## config.mk

```make
export PLATFORM = sky130hd
export DESIGN_NAME = cod_linha_numero
export DESIGN_NICKNAME = d
export VERILOG_FILES = /design/src/rtl/cod_linha_numero.sv
export SDC_FILE = /design/constraint.sdc
export NUM_CORES = 1
export LEC_CHECK = 0
export CORE_ASPECT_RATIO = 0.75
export CORE_MARGIN = 3
export CORE_UTILIZATION = 41
export DETAILED_ROUTE_END_ITERATION = 8
export PLACE_DENSITY_LB_ADDON = 0.12
export SYNTH_ARGS = -nofsm -noshare
export SYNTH_HDL_FRONTEND = slang
export SYNTH_SLANG_ARGS = --single-unit
```

## constraint.sdc

```tcl
create_clock -name clk -period 6.21 [get_ports clk]
set_clock_uncertainty 0.15 [all_clocks]
set_input_delay 1.242 -clock clk [delete_from_list [all_inputs] [get_ports clk]]
set_output_delay 1.242 -clock clk [all_outputs]
set_load 0.005 [all_outputs]
```

## src/rtl/cod_linha_numero.sv

```systemverilog
// Row-scanning line-number encoder: strobes rows, senses a shared column and
// reports the debounced lowest active row as the 3-bit code {A,B,C}.
module cod_linha_numero #(
    parameter int ROWS      = 7,
    parameter int SCAN_DIV  = 4,
    parameter int DEB_COUNT = 3
) (
    input  logic            clk,
    input  logic            rst,
    input  logic            en,
    input  logic            col_n,
    output logic [ROWS-1:0] row_n,
    output logic            A,
    output logic            B,
    output logic            C,
    output logic            valid,
    output logic            novo
);

    localparam int DW = $clog2(SCAN_DIV);
    localparam int RW = (ROWS > 1) ? $clog2(ROWS) : 1;
    localparam logic [DW-1:0] D_LAST = DW'(SCAN_DIV - 1);
    localparam logic [RW-1:0] R_LAST = RW'(ROWS - 1);
    localparam logic [3:0]    DEB    = 4'(DEB_COUNT);

    typedef enum logic [1:0] {IDLE, PRESS_WAIT, HELD, RELEASE_WAIT} state_t;

    state_t        state_q, state_d;
    logic          col_meta_q, col_sync_q;
    logic          scan_on_q, scan_on_d;
    logic [DW-1:0] d_q, d_d;
    logic [RW-1:0] r_q, r_d;
    logic          hit_q, hit_d;
    logic [2:0]    h_q, h_d;
    logic [2:0]    cand_q, cand_d;
    logic [3:0]    press_q, press_d;
    logic [3:0]    rel_q, rel_d;
    logic [2:0]    code_q, code_d;
    logic          novo_q, novo_d;

    logic       sense, sample, frame_end, f_hit, valid_now;
    logic [2:0] r_code, f_h;

    // NOTE: every variable written here gets a default first so no latch is inferred.
    always_comb begin
        state_d   = state_q;
        scan_on_d = scan_on_q;
        d_d       = d_q;
        r_d       = r_q;
        hit_d     = hit_q;
        h_d       = h_q;
        cand_d    = cand_q;
        press_d   = press_q;
        rel_d     = rel_q;
        code_d    = code_q;
        novo_d    = 1'b0;

        sense     = ~col_sync_q;
        r_code    = 3'(r_q);
        sample    = scan_on_q && (d_q == D_LAST);
        frame_end = sample && (r_q == R_LAST);
        // The row sampled on the frame-end edge still counts toward this frame.
        f_hit     = hit_q | sense;
        f_h       = hit_q ? h_q : r_code;
        valid_now = (state_q == HELD) || (state_q == RELEASE_WAIT);

        if (!en) begin
            scan_on_d = 1'b0;
            d_d       = '0;
            r_d       = '0;
            hit_d     = 1'b0;
            h_d       = '0;
            press_d   = '0;
            rel_d     = '0;
            if (state_q == PRESS_WAIT)   state_d = IDLE;
            if (state_q == RELEASE_WAIT) state_d = HELD;
        end else begin
            scan_on_d = 1'b1;
            if (scan_on_q) begin
                if (d_q == D_LAST) begin
                    d_d = '0;
                    r_d = (r_q == R_LAST) ? '0 : r_q + RW'(1);
                end else begin
                    d_d = d_q + DW'(1);
                end
            end

            if (sample && sense && !hit_q) begin
                hit_d = 1'b1;
                h_d   = r_code;
            end

            if (frame_end) begin
                hit_d = 1'b0;
                h_d   = '0;
                if (f_hit) begin
                    if (f_h == cand_q) begin
                        press_d = (press_q == DEB) ? press_q : press_q + 4'd1;
                    end else begin
                        cand_d  = f_h;
                        press_d = 4'd1;
                    end
                    rel_d = '0;
                end else begin
                    press_d = '0;
                    rel_d   = (rel_q == DEB) ? rel_q : rel_q + 4'd1;
                end

                case (state_q)
                    IDLE:         if (f_hit)  state_d = PRESS_WAIT;
                    PRESS_WAIT:   if (!f_hit) state_d = IDLE;
                    HELD:         if (!f_hit) state_d = RELEASE_WAIT;
                    RELEASE_WAIT: if (f_hit)  state_d = HELD;
                    default:      state_d = IDLE;
                endcase

                if ((press_d == DEB) && (!valid_now || (cand_d != code_q))) begin
                    code_d  = cand_d;
                    novo_d  = 1'b1;
                    state_d = HELD;
                end
                if (rel_d == DEB) state_d = IDLE;
            end
        end
    end

    // NOTE: state registers use non-blocking assignments so every flop samples pre-edge values.
    always_ff @(posedge clk or posedge rst) begin
        if (rst) begin
            state_q    <= IDLE;
            col_meta_q <= 1'b1;
            col_sync_q <= 1'b1;
            scan_on_q  <= 1'b0;
            d_q        <= '0;
            r_q        <= '0;
            hit_q      <= 1'b0;
            h_q        <= '0;
            cand_q     <= '0;
            press_q    <= '0;
            rel_q      <= '0;
            code_q     <= '0;
            novo_q     <= 1'b0;
        end else begin
            state_q    <= state_d;
            col_meta_q <= col_n;
            col_sync_q <= col_meta_q;
            scan_on_q  <= scan_on_d;
            d_q        <= d_d;
            r_q        <= r_d;
            hit_q      <= hit_d;
            h_q        <= h_d;
            cand_q     <= cand_d;
            press_q    <= press_d;
            rel_q      <= rel_d;
            code_q     <= code_d;
            novo_q     <= novo_d;
        end
    end

    always_comb begin
        row_n = '1;
        for (int i = 0; i < ROWS; i++) begin
            row_n[i] = !(scan_on_q && (r_q == RW'(i)));
        end
    end

    assign {A, B, C} = code_q;
    assign valid     = (state_q == HELD) || (state_q == RELEASE_WAIT);
    assign novo      = novo_q;

endmodule

```

==> impl_metrics.ini, run 1 <==
[clock_network]
cts.clk_slew.worst_paths_ns = 0.09
hold_buffers = 0
clockRootBuffer = clkbuf_8
cts.sinks = 28
cts_max_path_buffers = 2
cts_resized = 0
postCtsSetupBuffers = 0
clkLatencyLatePin_ns = 0.27
h-tree-depth = 1
cts_tree = done
cts-buffers-inserted = 3

[setup_path]
critPathRequiredTime_ns = 6.22
crit_path_max_incr_delay_ns = 0.68
rr_startpoint = scan_on_q
r2r-end = rel_q[0]
arrival_ns = 3.27
slowest_stage = clkdlybuf4s50_1
rr_worst_depth = 4
critical-path-top-delay-family = simple AND/OR/NAND/NOR gates
cp-start-kind = input pin
cp-end-kind = flop
ff2ff_setup_slack_ns = 3.79
path_max_fanout = 12
critPathKind = input pin to flop
critPathBufInv = 1
path_cells = clkdlybuf4s50_1, and3_1, nand3_1, nor4_4, o311ai_2, mux2_2

[grt]
antenna_found_initial = 0
grt_usage_pct = 15.1
grt_pass1_wl_um = 5710
grt_overflow = 0
grt_max_degree = 29
first_global_vias = 1220

[layout]
n_antenna_cell = 0
syn_to_final_growth_pct = 13.7
drive_gt1_share_pct = 9.77
final.fill_count = 361
layoutNonFillerInstCount = 226
finalNetCount = 183

[synth]
syn_area_um2 = 1650
yosysTopAreaCellShare_pct = 39.5
syn_inst = 165
ys_top_cells_by_area = dfrtp_1 40%, mux2i_1 6.1%, mux2_2 5.5%
yosysSeqAreaShare_pct = 42.7
synth_most_common_cell = dfrtp_1
synth_edf_count = 0
ys.flop_type = dfrtp_1
synth_cell_types = 39
synth_common_cells = 26 x dfrtp_1, 14 x nand2_1, 11 x nor2b_1
ys_seq_elements = 28
yosys_warnings = 0
post-synth-top-area-cell = dfrtp_1
avgSynthCellArea_um2 = 9.98
syn-num-nets = 173
synthArstFlopShare_pct = 100

[sta]
setup_ws_ns = 2.95
rsz0062_at_grt = no
final_max_slew_viol_count = 0
tightest_slew_ns = 1.05
tns_ns = 0
post-route-period-util_pct = 52.4
whs_ns = 0.211
slew_headroom_pct = 30.2
hold_viol = 0
period_needed_ns = 3.26
setup_viol = 0
fmax_mhz = 307

[die]
io_pins = 16
start_util_pct = 43.8
rows = 19
fp.dieW_um = 79.2
core_um2 = 3760
chipHeight_um = 60.9
dieArea_um2 = 4820

[place]
portBuffers = 15
place.gp.congestion = 0.810
dp_hpwl_um = 2440
dpl_worst_slack_ns = 2.64
placed_cells = 222

[power]
leakage_nw = 0.797
p_per_area_nw_per_um2 = 169
irDropWorstVdd_mv = 0.0872
finalPower_uw = 315

[run]
drv_cap = 0

[route]
via_count = 1242
final_antenna_net_count = 0
drt-initial-drc-count = 39
wire_per_inst_um = 14.5
vias_per_cell = 5.50
drt_pass1_iterations = 4
routed_wl_um = 3270
drc = 0

[min_path]
hold_depth = 0
holdCritPathClass = flop to flop
worstHoldStart = col_meta_q
holdPathEnd = col_sync_q

[run_status]
status = finished clean
[cell usage in the layout (no fill, tap or decap), types with 2 or more instances in the layout]
master           instances
nand2_1                 14
nor3_1                   5
a32o_1                   3
dfstp_2                  2
nand2b_1                 4
xnor2_1                  6
o21ai_0                  8
nor3b_1                  3
nor2_1                   7
a21o_1                   2
ha_1                     4
mux2_2                   8
clkdlybuf4s50_1         15
a21oi_1                  5
a21boi_0                 2
o2bb2ai_1                2
and3_1                   3
nor2b_1                 11
mux2i_1                 10
clkbuf_8                 4
and2_1                   2
nand3_1                  7
a22o_1                   2
dfrtp_1                 26
xor2_1                   3
inv_1                    4
[worst max-delay path by stage]
stage          cells past startpoint   endpoint  startpoint
4_1_cts                            6  code_q[2]          en
3_3_place_gp                       6  code_q[2]          en
5_1_grt                            6  code_q[0]          en
6_report                           6  code_q[2]          en
2_1_floorplan                      5  code_q[0]          en
3_5_place_dp                       6  code_q[2]          en
[per-stage QoR]
step	utilization [%]	instance area [µm²]
2_1_floorplan	-	1650
3_3_place_gp	48.4	1820
3_5_place_dp	48.4	1820
4_1_cts	49.8	1870
5_1_grt	49.8	1870
6_report	49.8	1870
[logic make-up after synthesis]
logic type | synth area share (%)
AOI/OAI and AO/OA | 14.1
xor gates and xnor gates | 4.79
muxes | 11.6
DFF | 42.7
adders and majority gates | 3.04
buffers and inverters | 3.65
and+or+nand+nor | 20.2
[report_power, final]
group | switching (mW) | total, mW | internal (mW)
Sequential | 0.00303 | 0.188 | 0.185
Combinational | 0.00955 | 0.0168 | 0.00728
Clock | 0.0540 | 0.111 | 0.0567
[state kept, by name (all words and copies together) (netlist names)]
| register | cells |
|---|---|
| col_meta_q | 1 |
| cand_q | 3 |
| state_q | 1 |
| code_q | 3 |
| col_sync_q | 1 |
| h_q | 3 |
| novo | 1 |
| rel_q | 4 |
| r_code | 3 |
| d_q | 2 |
| scan_on_q | 1 |
| hit_q | 1 |
| press_q | 4 |
[area by class of cell]
class,count,area (µm²),share of cell area [%]
timing repair buffer,15,150,8.02
multi-input combinational,123,883,47.2
sequential,28,703,37.6
clock buffer,4,55.1,2.94
tap,52,65.1,3.48
inverter,4,15.0,0.802
[per-layer routing]
| metal | global-route usage [%] | part of all wire (%) | vias to the layer above |
|---|---|---|---|
| li1 | - | - | 601 |
| met1 | 19.7 | 48 | 622 |
| met2 | 25.8 | 48 | 15 |
| met3 | 3.56 | 3.1 | 4 |
| met4 | 3.68 | 0.76 | 0 |
| met5 | 0 | 0 | - |
Power figures use the tool's default switching activity.
==> inputs of run 2 (changes only) <==
clock period = 2.8 ns   (was 6.21 ns; I/O delays follow)
==> impl_metrics.ini, run 2 (synthesized netlist as in run 1, its figures left out) <==
[setup_path]
crit_path_max_incr_delay_ns = 0.63
rr_startpoint = col_sync_q
path_cells = mux2i_1, o21ai_0, mux2_2, o311ai_2, mux2_2
arrival_ns = 2.48
ff2ff_setup_slack_ns = 0.34
rr_worst_depth = 5
critPathKind = flop to flop
slowest_stage = dfstp_2
r2r-end = code_q[0]
critPathRequiredTime_ns = 2.82
startpoint = col_sync_q
timing.critical_path.mode_cell = mux2_2
cp-start-kind = flop
path_max_fanout = 6
cp-end-kind = flop

[grt]
grt_max_degree = 29
first_global_vias = 1231
grt.busiest_layer = met2
grt_overflow = 0
grt_use_met1_pct = 22.3
grtUsageMet2_pct = 24.9
grt_usage_pct = 15.8
grt_pass1_wl_um = 5930
use_met3_pct = 3.41
antenna_found_initial = 0

[sta]
setup_viol = 0
slew_headroom_pct = 53.9
hold_viol = 0
final_max_slew_viol_count = 0
period_needed_ns = 2.46
post-route-period-util_pct = 87.9
tns_ns = 0
rsz0062_at_grt = no
fmax_mhz = 407
whs_ns = 0.211
tightest_slew_ns = 0.686

[layout]
final_common_cell = dfrtp_1
syn_to_final_growth_pct = 14.9
drive_gt1_share_pct = 11.2
finalNetCount = 187
layoutNonFillerInstCount = 230
largest_registers = press_q: 4 flops, rel_q: 4 flops
final_cell_mix = 26 x dfrtp_1, 15 x clkdlybuf4s50_1, 14 x nand2_1
n_antenna_cell = 0

[die]
dieArea_um2 = 4820
fp.dieW_um = 79.2
chipHeight_um = 60.9
start_util_pct = 43.8
rows = 19
io_pins = 16
core_um2 = 3760

[clock_network]
cts.sinks = 28
hold_buffers = 0
cts_resized = 0
postCtsSetupBuffers = 0
clkLatencyLatePin_ns = 0.28
cts_max_path_buffers = 2
h-tree-depth = 1
cts_tree = done
clockRootBuffer = clkbuf_8
cts-buffers-inserted = 3
cts.clk_slew.worst_paths_ns = 0.10

[route]
vias_per_cell = 5.37
drc = 0
routed_wl_um = 3320
via_count = 1235
drt_pass1_iterations = 4
final_antenna_net_count = 0
wire_per_inst_um = 14.4
drt-initial-drc-count = 37

[place]
portBuffers = 15
place.gp.congestion = 0.823
placed_cells = 226
dp_hpwl_um = 2480

[min_path]
hold_depth = 0
holdCritPathClass = flop to flop
holdPathEnd = col_sync_q
worstHoldStart = col_meta_q

[power]
leakage_nw = 0.810
irDropWorstVdd_mv = 0.210
p_per_area_nw_per_um2 = 363

[run]
drv_cap = 0

[run_status]
status = finished clean
[run 2: stage by stage]
| step | setup WS [ns] | util, % | cell area [µm²] | power [mW] |
|---|---|---|---|---|
| 2_1_floorplan | 0.568 | - | 1650 | 0.449 |
| 3_3_place_gp | 0.452 | 49.2 | 1850 | 0.465 |
| 3_5_place_dp | 0.328 | 49.2 | 1850 | 0.467 |
| 4_1_cts | 0.329 | 50.4 | 1890 | 0.692 |
| 5_1_grt | 0.212 | 50.4 | 1890 | 0.714 |
| 6_report | 0.340 | 50.4 | 1890 | 0.687 |
[run 2: how the worst max path moves through the flow]
stage                           end  slack (ns)  cells after the start
after floorplan           code_q[0]        0.57                      6
after global placement    code_q[2]        0.45                      6
after detailed placement  code_q[2]        0.33                      5
after CTS                 code_q[0]        0.33                      5
after global routing       row_n[3]        0.21                      4
final                     code_q[0]        0.34                      5
[run 2: layer usage]
layer  wire [µm]  part of all wire [%]
met5           0                     0
met1        1680                    50
met4          33                  0.99
met2        1500                    45
met3         111                   3.3
[run 2: final cells by class]
| cell class | instances | area, µm² |
|---|---|---|
| timing repair buffer | 19 | 180 |
| sequential | 28 | 703 |
| fill | 390 | 1860 |
| tap | 52 | 65.1 |
| inverter | 4 | 15.0 |
| clock buffer | 4 | 45.0 |
| multi-input combinational | 123 | 883 |
[run 2: worst max-delay path: cells and delay by family (launching register included)]
| kind | cells | cell delay, ns |
|---|---|---|
| mux | 3 | 0.88 |
| compound gates | 2 | 0.71 |
| flops | 1 | 0.63 |
[run 2: where the power goes]
part	switching (mW)	total (mW)	internal (mW)
Combinational	0.0226	0.0414	0.0189
Sequential	0.00670	0.417	0.410
Clock	0.127	0.229	0.102
==> inputs of run 3 (changes only) <==
clock period = 2.15 ns   (was 2.8 ns; I/O delays follow)
==> impl_metrics.ini, run 3 (synthesized netlist as in run 1, its figures left out) <==
[grt]
antenna_found_initial = 0
grt_max_degree = 29
grt_pass1_wl_um = 6000
grt_overflow = 0
first_global_vias = 1255
grt_usage_pct = 15.9

[clock_network]
cts.sinks = 28
clockRootBuffer = clkbuf_8
cts.clk_slew.worst_paths_ns = 0.09
clkLatencyLatePin_ns = 0.28
hold_buffers = 0
h-tree-depth = 1
cts_tree = done
cts-buffers-inserted = 3
cts_max_path_buffers = 2

[layout]
final_cell_mix = 23 x dfrtp_1, 18 x buf_4, 14 x nand2_1
fin_util_pct = 54.9
finalNetCount = 202
n_antenna_cell = 0
largest_registers = press_q: 4 flops, rel_q: 4 flops
final_common_cell = dfrtp_1
syn_to_final_growth_pct = 25.2
drive_gt1_share_pct = 22.3

[route]
routed_wl_um = 3390
final_antenna_net_count = 0
vias_per_cell = 5.24
wire_per_inst_um = 13.8
drc = 0
via_count = 1283
drt_pass1_iterations = 4
drt-initial-drc-count = 105

[setup_path]
timing.critical_path.mode_cell = mux2_2
slowest_stage = dfstp_2
critPathKind = flop to flop
critPathRequiredTime_ns = 2.16
path_max_fanout = 4
crit_path_max_incr_delay_ns = 0.59
critPathBufInv = 0
critical-path-top-delay-family = multiplexers
cp-start-kind = flop
arrival_ns = 2.16
path_cells = mux2i_1, o21ai_2, mux2_2, o311ai_4, mux2_2
cp-end-kind = flop

[die]
io_pins = 16
core_um2 = 3760
start_util_pct = 43.8
fp.dieW_um = 79.2
dieArea_um2 = 4820
rows = 19
chipHeight_um = 60.9

[power]
p_per_area_nw_per_um2 = 450
power_frac_comb_pct = 6.3
irDropWorstVdd_mv = 0.354
p_int_uw = 726
leakage_nw = 0.893
power_frac_seq_pct = 58.4
switching_share_pct = 21.8
p_clk_share_pct = 35.3
switchingPower_uw = 202

[sta]
setup_viol = 0
fmax_mhz = 466
slew_headroom_pct = 75.8
setup_ws_ns = 0.00515
tightest_slew_ns = 0.361
hold_viol = 0
rsz0062_at_grt = yes
post-route-period-util_pct = 99.8
period_needed_ns = 2.14
final_max_slew_viol_count = 0
tns_ns = 0

[place]
dp_hpwl_um = 2520
portBuffers = 15
dpl_worst_slack_ns = -0.104
place.gp.congestion = 0.765

[min_path]
holdCritPathClass = flop to flop

[run]
drv_cap = 0

[run_status]
status = finished clean
-- run 3: cell types whose count changed in the layout (fill, tap and decap cells not counted), moves of 2 or more --
cell | previous run | this run
buf_4 | 4 | 18
clkdlybuf4s50_1 | 15 | 10
dlymetal6s2s_1 | 0 | 4
dfrtp_1 | 26 | 23
dfrtp_2 | 0 | 3
nor2b_1 | 11 | 8
nor2b_2 | 0 | 3
o21ai_0 | 8 | 6
-- run 3: path summary, 6_finish.rpt --
path | start | to | slack (ns) | depth (start not counted)
worst max-delay path | col_sync_q | code_q[0] | 0.005 | 5
worst min-delay path | col_meta_q | col_sync_q | 0.21 | 0
worst max register to register | col_sync_q | code_q[0] | 0.005 | 5
worst min register to register | col_meta_q | col_sync_q | 0.21 | 0
max in group asynchronous | rst | col_sync_q | 1.18 | 3
min in group asynchronous | rst | r_code[0] | 0.36 | 3
-- run 3: repair_timing --
item / CTS / global route
setup buffers: 5 / 0
endpoints found under the setup margin: 9 / 8
gates cloned: 0 / 0
resized for setup: 7 / 6
pin swaps: 0 / 0
-- run 3: metal layers --
metal / vias to the layer above / global-route usage (%) / share of wire [%]
met5: - / 0 / 0
met4: 0 / 2.94 / 0.53
met3: 2 / 3.12 / 3.7
met2: 22 / 26.5 / 47
met1: 622 / 22.0 / 49
li1: 637 / - / -
-- run 3: stage by stage --
step	hold slack (ns)	instances	cell area (µm²)	total power [mW]
2_1_floorplan	0.195	165	1660	0.585
3_3_place_gp	0.199	236	1940	0.607
3_5_place_dp	0.200	236	1940	0.609
4_1_cts	0.214	245	2050	0.937
5_1_grt	0.225	245	2060	0.974
6_report	0.212	245	2060	0.928
-- run 3: worst reg2reg max path: stages, from the launching register on --
cell	delay, ns
dfstp_2	0.59
mux2i_1	0.10
o21ai_2	0.17
mux2_2	0.38
o311ai_4	0.27
mux2_2	0.37
-- run 3: cell type report --
cell class	instances	area (µm²)
clock buffer	4	55.1
fill	361	1700
inverter	4	15.0
multi-input combinational	123	905
sequential	28	707
tap	52	65.1
timing repair buffer	34	314
-- run 3: power groups by stage --
stage | logic (mW) | clock network (mW) | registers, mW
detailed placement | 0.0560 | 0 | 0.553
global route | 0.0659 | 0.365 | 0.543
CTS | 0.0596 | 0.336 | 0.542
finish | 0.0587 | 0.327 | 0.542
global placement | 0.0551 | 0 | 0.552
floorplan | 0.0388 | 0 | 0.546
